===== src/rtl/uc0_issue.sv =====
// Stage-2 issue register: holds one microinstruction for stage 3 and raises HOLD on a source hazard.
// Optional macro FWD_EN: forwarding present, only a stage-3 load-use stalls.
//
// state     | meaning
// S_EMPTY   | V2=0, fields hold the NOP word
// S_RUN     | V2=1, instruction loaded on the last edge
// S_HOLDING | V2=1, last edge was a HOLD edge, contents frozen
module uc0_issue #(
    parameter int MAX_HOLD = 4,
    parameter int CNT_W    = 8
) (
    input  logic             CLK2,
    input  logic             RST,
    input  logic [26:0]      IW,
    input  logic             IW_VALID,
    input  logic [5:0]       C3,
    input  logic [1:0]       M3,
    input  logic [5:0]       C4,
    output logic [3:0]       ALU_out,
    output logic [1:0]       SH_out,
    output logic [1:0]       M2,
    output logic [5:0]       B2,
    output logic [5:0]       C2,
    output logic [6:0]       T2,
    output logic             HOLD,
    output logic             STALL,
    output logic [CNT_W-1:0] STALL_CNT,
    output logic             ERR
);

    localparam logic [26:0] NOP_W = {7'd0, 6'b100011, 6'b000000, 2'b00, 2'b00, 4'b1111};
    localparam int RW = $clog2(MAX_HOLD + 2);
    localparam logic [RW-1:0] MAX_HOLD_C = RW'(MAX_HOLD);

    typedef enum logic [1:0] {
        S_EMPTY   = 2'd0,
        S_RUN     = 2'd1,
        S_HOLDING = 2'd2
    } state_t;

    state_t           state_q, state_d;
    logic [26:0]      iw_q, iw_d;
    logic [RW-1:0]    run_q, run_d;
    logic [CNT_W-1:0] stall_cnt_q, stall_cnt_d;
    logic             err_q, err_d;
    logic             v2;
    logic             match3, match4, hazard;

    assign {T2, C2, B2, M2, SH_out, ALU_out} = iw_q;

    assign v2     = (state_q != S_EMPTY);
    assign match3 = B2[5] & ~C3[5] & (B2[4:0] == C3[4:0]);
    assign match4 = B2[5] & ~C4[5] & (B2[4:0] == C4[4:0]);

`ifdef FWD_EN
    logic unused_fwd;
    assign unused_fwd = match4;
    assign hazard     = match3 & (M3 == 2'b01);
`else
    logic unused_m3;
    assign unused_m3 = ^M3;
    assign hazard    = match3 | match4;
`endif

    assign HOLD      = v2 & hazard;
    assign STALL     = HOLD;
    assign STALL_CNT = stall_cnt_q;
    assign ERR       = err_q;

    always_comb begin
        state_d     = state_q;
        iw_d        = iw_q;
        run_d       = run_q;
        stall_cnt_d = stall_cnt_q;
        err_d       = err_q;
        if (HOLD) begin
            state_d = S_HOLDING;
            // run counter parks at MAX_HOLD; one more hold edge means the limit is exceeded
            if (run_q != MAX_HOLD_C) begin
                run_d = run_q + 1'b1;
            end else begin
                err_d = 1'b1;
            end
            if (stall_cnt_q != '1) begin
                stall_cnt_d = stall_cnt_q + 1'b1;
            end
        end else begin
            run_d = '0;
            if (IW_VALID) begin
                iw_d    = IW;
                state_d = S_RUN;
            end else begin
                iw_d    = NOP_W;
                state_d = S_EMPTY;
            end
        end
    end

    always_ff @(posedge CLK2) begin
        if (RST) begin
            state_q     <= S_EMPTY;
            iw_q        <= NOP_W;
            run_q       <= '0;
            stall_cnt_q <= '0;
            err_q       <= 1'b0;
        end else begin
            state_q     <= state_d;
            iw_q        <= iw_d;
            run_q       <= run_d;
            stall_cnt_q <= stall_cnt_d;
            err_q       <= err_d;
        end
    end

endmodule


===== config.mk =====
export PLATFORM = sky130hd
export DESIGN_NAME = uc0_issue
export DESIGN_NICKNAME = d
export VERILOG_FILES = /design/src/rtl/uc0_issue.sv
export SDC_FILE = /design/constraint.sdc
export NUM_CORES = 1
export LEC_CHECK = 0
export BUFFER_PORTS_ARGS = -buffer_cell sky130_fd_sc_hd__buf_2
export CAP_MARGIN = 20
export CORE_AREA = 10 10 58 106
export CTS_CLUSTER_SIZE = 30
export DETAILED_ROUTE_END_ITERATION = 8
export DIE_AREA = 0 0 68 116
export PLACE_DENSITY = 0.82
export SETUP_SLACK_MARGIN = 0.05
export SYNTH_ARGS = -nofsm -noshare
export SYNTH_HDL_FRONTEND = slang
export SYNTH_SLANG_ARGS = --single-unit

===== constraint.sdc =====
create_clock -name CLK2 -period 2.51 [get_ports CLK2]
set_clock_uncertainty 0.1 [all_clocks]
set_input_delay 0.1255 -clock CLK2 [delete_from_list [all_inputs] [get_ports CLK2]]
set_output_delay 0.1255 -clock CLK2 [all_outputs]
set_load 0.005 [all_outputs]

==> results of run 1 <==
cells by family (layout without fill, tap and decap cells):
family                     count (synthesis)  in the layout
muxes                                      7              7
adders and majority gates                  3              3
AOI/OAI and AO/OA                         68             68
xor gates and xnor gates                  11             11
and+or+nand+nor                           63             63
DFF                                       41             41
buffers and inverters                     26            106
power by group:
part	switching [µW]	total (µW)	leakage, µW	internal [µW]
registers	11.4	680	0.000335	668
logic	59.9	125	0.000739	64.7
clock network	221	414	0.0000450	193
total	292	1220	0.00112	926
flip-flops by register name (all words and copies together) (netlist names):
register,flops
ERR,1
state_q,2
run_q,3
iw_q,27
STALL_CNT,8
metal layers:
metal	wire length (µm)	global-route usage (%)
met5	0	0
met4	178	7.96
met1	2250	16.8
met3	454	4.45
met2	3140	25.4
per-stage QoR:
stage / std cells / setup WS [ps] / cell area, µm² / util, % / hold WS (ps)
after CTS: 353 / 243 / 2490 / 56.3 / 1.70
final: 353 / 257 / 2490 / 56.3 / 10.4
after global routing: 353 / 82.1 / 2490 / 56.3 / 4.97
after detailed placement: 338 / 287 / 2340 / 52.9 / 284
after global placement: 338 / 333 / 2340 / 52.9 / 274
after floorplan: 219 / 702 / 1920 / - / 175
path summary, 6_finish.rpt:
check,startpoint,endpoint,slack (ps)
max,iw_q[8]$_SDFFE_PP0N_,STALL,260
min reg2reg,iw_q[17]$_SDFFE_PP0N_,iw_q[17]$_SDFFE_PP0N_,380
max reg2reg,iw_q[10]$_SDFFE_PP0N_,STALL_CNT[0]$_SDFFE_PP0P_,280
min,IW[16],iw_q[16]$_SDFFE_PP0N_,10
cell type report:
| class | instances | area (µm²) |
|---|---|---|
| fillers | 436 | 1930 |
| well taps | 54 | 67.6 |
| clock buffers | 6 | 72.6 |
| flip-flops and latches | 41 | 821 |
| inverters | 5 | 18.8 |
| repair buffers | 93 | 518 |
| clock inverters | 2 | 10.0 |
| multi-input cells | 152 | 983 |
layout by cell type (no fill, tap or decap), types with 3 or more instances in the layout:
master         Yosys  layout
buf_2              7      79
dlygate4sd3_1      0       7
inv_1              5       5
and3_1             4       4
dfxtp_1           41      41
nor2_1             7       7
xor2_1             6       6
nor4b_1            7       7
nand4_1           22      22
xnor2_1            5       5
clkbuf_8           0       5
o21ai_1           26      26
mux2_1             5       5
buf_4              2       7
nand2_1            6       6
nor2b_1            5       5
a21oi_1           32      32
nor3_1             3       3
ha_1               3       3
worst max-delay path, cell delays in order, from the launching register on:
cell and delay [ps]:
dfxtp_1 400, xor2_1 190, nor4_2 90, and4_1 200, buf_4 170, nor2_1 410, inv_1 120, buf_2 160
==> results_dict.tcl, run 1 <==
set metrics [dict create \
    yosys.area_share.adder_pct 1.96 \
    power.density_mw_per_mm2 489 \
    numCtsBuffers 5 \
    p_leak_uw 0.00112 \
    drcViolationCount 0 \
    hold_class "primary input to register" \
    synth_top_area_share_pct 42.8 \
    rows 34 \
    ys_ff_latch 41 \
    insertion_delay_ps 280 \
    outcome "finished, final reports clean" \
    slew_headroom_pct 55.5 \
    root_buffer "clkbuf_8" \
    synth_top_area_cell "dfxtp_1" \
    avgViaCountPerCell 5.59 \
    design.die.area_mm2 0.00789 \
    dr.pass1.iters 4 \
    setup_viol 0 \
    synth_area_per_cell_um2 8.76 \
    synth_cell_types 34 \
    cts-resized-gates 0 \
    antenna_found_initial 0 \
    ant_nets 0 \
    synthFlopType "dfxtp_1" \
    dp_hpwl_um 4290 \
    synthTopCellsByArea "dfxtp_1 43%, a21oi_1 8.3%, nand4_1 7.2%" \
    finalNetCount 345 \
    criticalPathCategory "register to output port" \
    grt-ovfl-total 0 \
    cap_violations 0 \
    synth.most_common_cell "dfxtp_1" \
    grt_max_degree 37 \
    cts.clk_slew.worst_paths_ps 80 \
    crit_path_max_fanout 11 \
    cts_sinks 41 \
    synth_nets 266 \
    ys_top_cells_by_count "41 x dfxtp_1, 32 x a21oi_1, 26 x o21ai_1, 22 x nand4_1, 10 x clkbuf_1" \
    core-area_mm2 0.00442 \
    initial_core_util_pct 43.4 \
    end_kind "output port" \
    total_power_uw 1220 \
    ys_warn_count 0 \
    hold_viol 0 \
    port_buffers 79 \
    vias 1974 \
    fin_crit_sh_pct 89.7 \
    grt_pass1_wl_um 9660 \
    antenna_cells 0 \
    cts_tree "built" \
    drt_iter0_drc 91 \
    synth_compound_area_share_pct 19.2 \
    vdd_drop_max_v 0.000447 \
    cp.arrival_ps 2030 \
    drive_above_1_share_pct 32.4 \
    cts_hold_buf 7 \
    start_kind "register" \
    whs_path_depth 3 \
    grt_pass1_vias 2018 \
    synth_top_family_by_area "simple AND/OR/NAND/NOR gates" \
    r2r_cells 5 \
    wirelength_um 6020 \
    gp_congestion 0.765 \
    synthArstFlopShare_pct 0 \
    synthXorXnorAreaFrac_pct 5.02 \
    fin_crit_ps 2250 \
    routedWlPerCell_um 17.0 \
    rsz0062_at_grt "false" \
    synthesis.area_mm2 0.00192 \
    synth.yosys.seq_area_share_pct 42.8 \
    final.setup.tns_ps 0 \
    tightest_slew_ps 667 \
    post_cts_buffers 0 \
    clock.fmax_ghz 0.444 \
    finalMaxSlewViolations 0 \
    die_x_um 68 \
    grtUsageTotal_pct 15.3 \
    synth_edf_count 0 \
    cts.htree.levels 2 \
    critPathRequiredTime_ps 2280 \
    synth_simple_gate_area_share_pct 21.1 \
    clock_path_buffers 2 \
    ios 82 \
    die_h_um 116 \
    syn_inst 219 \
    synth_mux_area_share_pct 3.98 \
    area_delta_synth_final_pct 29.9 \
]
(Power assumes the default switching activity.)
==> run 2: changes to the inputs <==
- CTS_BUF_LIST: not set -> sky130_fd_sc_hd__clkbuf_8
==> results_dict.tcl, run 2 (synthesis gave the netlist of run 1 again) <==
set metrics [dict create \
    hold_slack_ps 10.4 \
    top_register "iw_q" \
    startpoint "iw_q[8]$_SDFFE_PP0N_" \
    grt_pass1_wl_um 9660 \
    finalNetCount 345 \
    tightest_slew_ps 668 \
    crit_path_max_fanout 11 \
    crit_path_end "STALL" \
    cts_sinks 41 \
    drive_above_1_share_pct 32.4 \
    area_delta_synth_final_pct 29.9 \
    numCtsBuffers 5 \
    setup_viol 0 \
    regToRegStartpoint "iw_q[10]$_SDFFE_PP0N_" \
    drcViolationCount 0 \
    die_x_um 68 \
    initial_core_util_pct 43.4 \
    dr.pass1.iters 4 \
    vias 1975 \
    cts.clk_slew.worst_paths_ps 80 \
    fin_crit_sh_pct 89.7 \
    clock_path_buffers 2 \
    grtUsageTotal_pct 15.3 \
    grt_pass1_vias 2018 \
    rsz0062_at_grt "false" \
    ios 82 \
    critPathRequiredTime_ps 2280 \
    cts_tree "built" \
    avgViaCountPerCell 5.59 \
    gp_congestion 0.765 \
    insertion_delay_ps 280 \
    ant_nets 0 \
    design.die.area_mm2 0.00789 \
    p_leak_uw 0.00112 \
    dp_hpwl_um 4290 \
    end_kind "output port" \
    layout_common_cells "79 x buf_2, 41 x dfxtp_1, 32 x a21oi_1" \
    drt_iter0_drc 91 \
    antenna_found_initial 0 \
    fill_cells 436 \
    fin_util_pct 56.3 \
    die_h_um 116 \
    clock.fmax_ghz 0.444 \
    hold_class "primary input to register" \
    cp.arrival_ps 2030 \
    r2r_cells 5 \
    power.density_mw_per_mm2 487 \
    largest_reg_flops 27 \
    reg2reg_slack_ps 280 \
    criticalPathCategory "register to output port" \
    timing.rr.end "STALL_CNT[0]$_SDFFE_PP0P_" \
    finalMaxSlewViolations 0 \
    final.setup.tns_ps 0 \
    outcome "finished, final reports clean" \
    routedWlPerCell_um 17.0 \
    final_common_cell "buf_2" \
    stdcell_area_mm2 0.00249 \
    fin_crit_ps 2250 \
    cts-resized-gates 0 \
    grt_max_degree 37 \
    root_buffer "clkbuf_8" \
    cts.htree.levels 2 \
    core-area_mm2 0.00442 \
    vdd_drop_max_v 0.000447 \
    wirelength_um 6020 \
    hold_viol 0 \
    cap_violations 0 \
    start_kind "register" \
    rows 34 \
    antenna_cells 0 \
    slew_headroom_pct 55.5 \
    placed_cell_area_mm2 0.00234 \
    port_buffers 79 \
    grt-ovfl-total 0 \
]
-- run 2: changes by cell type in the layout (fill, tap and decap cells not counted) --
cell | previous run | this run
inv_1 | 5 | 6
clkbuf_1 | 1 | 0
-- run 2: cell type report --
type	count	area, µm²	share of cell area, %
multi-input combinational	152	983	39.5
timing repair buffer	93	518	20.8
clock inverter	3	13.8	0.552
clock buffer	5	68.8	2.76
inverter	5	18.8	0.753
tap	54	67.6	2.71
sequential	41	821	32.9
-- run 2: power breakdown --
| group | switching (µW) | internal, µW | total, µW |
|---|---|---|---|
| clock | 221 | 189 | 409 |
| combinational | 59.9 | 64.7 | 125 |
| sequential | 11.4 | 668 | 680 |
| total | 292 | 922 | 1210 |
-- run 2: stage by stage --
| step | power (µW) | std cells | setup slack (ps) |
|---|---|---|---|
| final | 1210 | 353 | 257 |
| after global routing | 1260 | 353 | 82.1 |
| after CTS | 1230 | 353 | 243 |
| after detailed placement | 811 | 338 | 287 |
| after global placement | 808 | 338 | 333 |
| after floorplan | 749 | 219 | 702 |
-- run 2: worst min-delay path by stage --
stage | startpoint | to | cells past startpoint
CTS | IW[11] | iw_q[11]$_SDFFE_PP0N_ | 3
global placement | IW[1] | iw_q[1]$_SDFFE_PP1N_ | 3
global route | IW[4] | iw_q[4]$_SDFFE_PP0N_ | 3
detailed placement | IW[0] | iw_q[0]$_SDFFE_PP1N_ | 3
floorplan | IW[13] | iw_q[13]$_SDFFE_PP0N_ | 2
finish | IW[16] | iw_q[16]$_SDFFE_PP0N_ | 3
-- run 2: timing repair --
item | in CTS | in global routing
endpoints found under the hold margin | 7 | 0
hold buffers | 7 | 0
buffers inserted | 0 | 0
-- run 2: worst max-delay path: stages, from the launching register on --
cell	delay, ps
dfxtp_1	400
xor2_1	190
nor4_2	90
and4_1	200
buf_4	170
nor2_1	410
inv_1	120
buf_2	160
-- run 2: metal layers --
metal	up-vias	wire length (µm)	track usage (%)
li1	958	-	-
met2	71	3140	25.4
met1	934	2250	16.8
met4	0	178	7.96
met5	-	0	0
met3	12	454	4.45
